--- src/rtl/fsm_updown_pkg.sv ---
// rtl/fsm_updown_pkg.sv - shared state and delta-class definitions for the up/down decoder
// Contents:
//   state_t : decoder FSM states (IDLE, LOCKED, FAULT)
//   delta_t : class of (q_in - prev) mod 4 (HOLD, UP, ILLEGAL, DOWN)
package fsm_updown_pkg;

   localparam int POS_W_DEFAULT = 8;

   typedef enum logic [1:0] {
      ST_IDLE   = 2'd0,
      ST_LOCKED = 2'd1,
      ST_FAULT  = 2'd2
   } state_t;

   // Encoded so that the class value equals the modulo-4 difference itself.
   typedef enum logic [1:0] {
      DELTA_HOLD    = 2'd0,
      DELTA_UP      = 2'd1,
      DELTA_ILLEGAL = 2'd2,
      DELTA_DOWN    = 2'd3
   } delta_t;

endpackage

--- src/rtl/updown_delta_classify.sv ---
// rtl/updown_delta_classify.sv - combinational classifier of a 2-bit counter step
// Ports:
//   q_in  : in  [1:0] current counter code
//   prev  : in  [1:0] last accepted counter code
//   delta : out delta_t class of (q_in - prev) mod 4
module updown_delta_classify
   import fsm_updown_pkg::*;
(
   input  logic [1:0] q_in,
   input  logic [1:0] prev,
   output delta_t     delta
);

   logic [1:0] diff;

   // Two-bit subtraction wraps naturally, giving the modulo-4 difference.
   always_comb begin
      diff  = q_in - prev;
      delta = delta_t'(diff);
   end

endmodule

--- src/rtl/fsm_updown_decoder_2bit.sv ---
// rtl/fsm_updown_decoder_2bit.sv - decodes a sampled 2-bit up/down counter into position and direction
// Ports:
//   clk    : in  rising-edge clock
//   rst    : in  synchronous active-high reset
//   q_in   : in  [1:0] sampled counter code
//   valid  : in  q_in qualifier
//   dir    : out last decoded direction (1 = up, 0 = down)
//   step   : out one-cycle pulse per legal count change
//   err    : out one-cycle pulse on an illegal jump
//   locked : out high while in LOCKED
//   pos    : out [POS_W-1:0] decoded position, modulo 2**POS_W
module fsm_updown_decoder_2bit
   import fsm_updown_pkg::*;
#(
   parameter int POS_W = POS_W_DEFAULT
) (
   input  logic             clk,
   input  logic             rst,
   input  logic [1:0]       q_in,
   input  logic             valid,
   output logic             dir,
   output logic             step,
   output logic             err,
   output logic             locked,
   output logic [POS_W-1:0] pos
);

   state_t           state, state_d;
   logic [1:0]       prev, prev_d;
   logic [POS_W-1:0] pos_d;
   logic             dir_d, step_d, err_d;
   delta_t           delta;

   updown_delta_classify u_classify (
      .q_in  (q_in),
      .prev  (prev),
      .delta (delta)
   );

   always_ff @(posedge clk) begin
      if (rst) begin
         state <= ST_IDLE;
         prev  <= 2'b00;
         pos   <= '0;
         dir   <= 1'b0;
         step  <= 1'b0;
         err   <= 1'b0;
      end else begin
         state <= state_d;
         prev  <= prev_d;
         pos   <= pos_d;
         dir   <= dir_d;
         step  <= step_d;
         err   <= err_d;
      end
   end

   // Derived from the state register, so it is registered like the other outputs.
   assign locked = (state == ST_LOCKED);

   always_comb begin
      state_d = state;
      prev_d  = prev;
      pos_d   = pos;
      dir_d   = dir;
      step_d  = 1'b0;
      err_d   = 1'b0;

      if (valid) begin
         // Every accepted sample becomes the new reference, including illegal ones.
         prev_d = q_in;
         case (state)
            ST_IDLE: begin
               state_d = ST_LOCKED;
            end
            ST_LOCKED, ST_FAULT: begin
               case (delta)
                  DELTA_UP: begin
                     step_d  = 1'b1;
                     dir_d   = 1'b1;
                     pos_d   = pos + POS_W'(1);
                     state_d = ST_LOCKED;
                  end
                  DELTA_DOWN: begin
                     step_d  = 1'b1;
                     dir_d   = 1'b0;
                     pos_d   = pos - POS_W'(1);
                     state_d = ST_LOCKED;
                  end
                  DELTA_ILLEGAL: begin
                     err_d   = 1'b1;
                     state_d = ST_FAULT;
                  end
                  default: begin
                     state_d = state;
                  end
               endcase
            end
            default: begin
               state_d = ST_IDLE;
            end
         endcase
      end
   end

endmodule

--- config.mk ---
export PLATFORM = sky130hd
export DESIGN_NAME = fsm_updown_decoder_2bit
export DESIGN_NICKNAME = d
export VERILOG_FILES = /design/src/rtl/fsm_updown_pkg.sv /design/src/rtl/updown_delta_classify.sv /design/src/rtl/fsm_updown_decoder_2bit.sv
export SDC_FILE = /design/constraint.sdc
export NUM_CORES = 1
export LEC_CHECK = 0
export BUFFER_PORTS_ARGS = -buffer_cell sky130_fd_sc_hd__buf_2
export CORE_MARGIN = 3
export CORE_UTILIZATION = 45
export CTS_CLUSTER_DIAMETER = 100
export CTS_CLUSTER_SIZE = 28
export DETAILED_ROUTE_END_ITERATION = 12
export HOLD_SLACK_MARGIN = 0.15
export PLACE_DENSITY = 0.67
export SYNTH_ARGS = -nofsm -noshare
export SYNTH_HDL_FRONTEND = slang
export SYNTH_SLANG_ARGS = --single-unit
--- constraint.sdc ---
create_clock -name clk -period 3.2 [get_ports clk]
set_clock_uncertainty 0.05 [all_clocks]
set_input_delay 0.16 -clock clk [delete_from_list [all_inputs] [get_ports clk]]
set_output_delay 0.16 -clock clk [all_outputs]
set_load 0.03 [all_outputs]
==> metrics.yaml <==
async_flop_share_pct: 0
grt_max_degree: 22
maxSlewViolCount: 0
setup_violations: 0
dp_slack_ps: 467
syn_to_final_growth_pct: 16.6
first_pass_iters: 4
cts_inserted_buffers: 3
maxCapViolations: 0
antenna_found_initial: 0
multi_input_area_sq_um: 533
synth_cell_type_count: 29
avgSynthCellArea_sq_um: 8.99
ff_latch_area_sq_um: 300
synthMostInstantiatedCell: "dfxtp_1"
syn_area_sq_um: 872
final.setup.tns_ps: 0
slew-limit-headroom_pct: 72.8
num_rows: 15
gr-total-overflow: 0
start_util_pct: 48.9
required_ps: 3330
cp-end-kind: "register"
clockBufferDepth: 2
ys_seq_area_share_pct: 34.4
cts.sinks: 15
synthTopCellsByArea: "dfxtp_1 (34%), mux2i_1 (9.2%), ha_1 (7.2%), mux2_2 (6.5%), nor2_1 (5.2%)"
period_minus_slack_ps: 2950
drc_errors: 0
antenna_cells: 0
ios: 17
hold_viol_final: 0
clock-root-buffer: "clkbuf_4"
crit_path_start_kind: "input pin"
synth.largest_area_cell: "dfxtp_1"
tightest_slew_ps: 408
cts_max_level: 1
layout_setup_ws_ps: 255
drtAntennaViolNets: 0
syn_inst: 97
drtIter0Drc: 18
die_area_sq_um: 2500
num-fill-cells: 162
ys_seq_elements: 15
ys_top_cells_by_count: "dfxtp_1 (15), nor2_1 (12), mux2i_1 (8), nand2_1 (6), nor2b_1 (6)"
track_usage_pct: 14.9
synth_flop_cell: "dfxtp_1"
finalWirelength_um: 1630
layout-drive-gt1-share_pct: 22.8
ys_warn_count: 0
clk_pin_slew_ps: 100
grt_pass1_wl_um: 2980
cp_max_fo: 7
rsz0062_at_grt: "no"
synth.net_count: 107
synth.top_cell.area_share_pct: 34.4
max_freq_ghz: 0.340
cp.arrival_ps: 3080
fin_crit_sh_pct: 92.0
clk-insertion-delay-late_ps: 280
port_buffers: 16
wl_per_cell_um: 11.7
routed_via_density: 5.22
power_leakage_nw: 0.478
nNetsFinal: 125
synth_edf_count: 0
die_h_um: 50.0
vias: 725
tritoncts: "built"
first_global_vias: 683
outcome: "completed"
hpwl_um: 1150
die_width_um: 50.0
peakVddDrop_uv: 193
core-area_sq_um: 1780
hold_path.class: "in2reg"
place.gp.congestion: 0.712
critPathKind: "in2reg"
power-per-cell-area_nw_per_um2: 398
[metal layers]
| metal | vias to the layer above | part of all wire (%) | GRT usage (%) |
|---|---|---|---|
| met1 | 325 | 52 | 21.2 |
| met2 | 21 | 42 | 20.9 |
| met5 | - | 0 | 0 |
| met3 | 4 | 5.0 | 3.32 |
| met4 | 0 | 1.2 | 6.91 |
| li1 | 375 | - | - |
[layout by cell type (no fill, tap or decap), drive strengths merged, types with 2 or more instances in the layout]
master and instances:
nand2 6, nor2 12, or3 3, ha 5
dlygate4sd3 3, a21oi 3, clkbuf 3, nor2b 6
mux2 6, mux2i 8, inv 4, and3 2
nand4 4, dfxtp 15, buf 16, nand3b 2
or4 3, nor3 2
[per-stage QoR]
| step | instances | instance area [sq um] | power (mW) | util (%) | hold slack (ps) |
|---|---|---|---|---|---|
| after CTS | 139 | 1020 | 0.408 | 57.1 | 211 |
| after detailed placement | 132 | 960 | 0.297 | 53.8 | 376 |
| final | 139 | 1020 | 0.405 | 57.1 | 215 |
| after global placement | 132 | 960 | 0.295 | 53.8 | 365 |
| after floorplan | 97 | 872 | 0.280 | - | 257 |
| after global routing | 139 | 1020 | 0.430 | 57.1 | 216 |
[area by class of cell]
cell class | instances | area share (%)
flip-flops and latches | 15 | 29.5
inverters | 4 | 1.48
well taps | 25 | 3.08
clock inverters | 1 | 0.492
multi-input cells | 72 | 52.4
repair buffers | 19 | 10.8
clock buffers | 3 | 2.21
[flip-flops by register name (all words and copies together) (netlist names)]
register,cells
state,2
dir,1
pos,8
step,1
prev,2
err,1
[logic make-up after synthesis]
| group | Yosys count | share of synthesized area, % |
|---|---|---|
| multiplexers | 14 | 16.9 |
| XOR/XNOR | 3 | 4.73 |
| flip-flops | 15 | 34.4 |
| adder cells (fa/ha/maj) | 5 | 7.17 |
| AO/OA/AOI/OAI | 6 | 4.16 |
| AND/OR/NAND/NOR | 44 | 28.1 |
| buffers and inverters | 10 | 4.45 |
[critical path, cell delays in order]
cell,delay [ps]
dlygate4sd3_1,520
buf_2,100
inv_1,40
ha_1,190
xor3_1,270
and2_1,410
xor2_1,120
ha_1,260
or4_1,510
mux2i_1,170
mux2_1,330
[what timing repair did]
action                    in CTS  in global routing
resized for setup              0                  0
hold endpoints to repair       4                  0
buffers inserted               0                  0
hold buffers                   3                  0
[final timing paths]
check / start / slack, ps / cells after the start / endpoint
setup / recovery: q_in[0] / 250 / 11 / pos[6]$_SDFFE_PP0P_
hold / removal: rst / 210 / 2 / pos[0]$_SDFFE_PP0P_
setup reg to reg: prev[1]$_SDFFE_PP0P_ / 460 / 7 / pos[6]$_SDFFE_PP0P_
hold reg to reg: state[0]$_SDFFE_PP0P_ / 450 / 2 / state[0]$_SDFFE_PP0P_
[power by group]
part / switching, mW / leakage [nW] / internal [mW]
clock: 0.0623 / 0.0177 / 0.0464
sequential: 0.00968 / 0.122 / 0.196
combinational: 0.0520 / 0.339 / 0.0388
(Power assumes the default switching activity.)
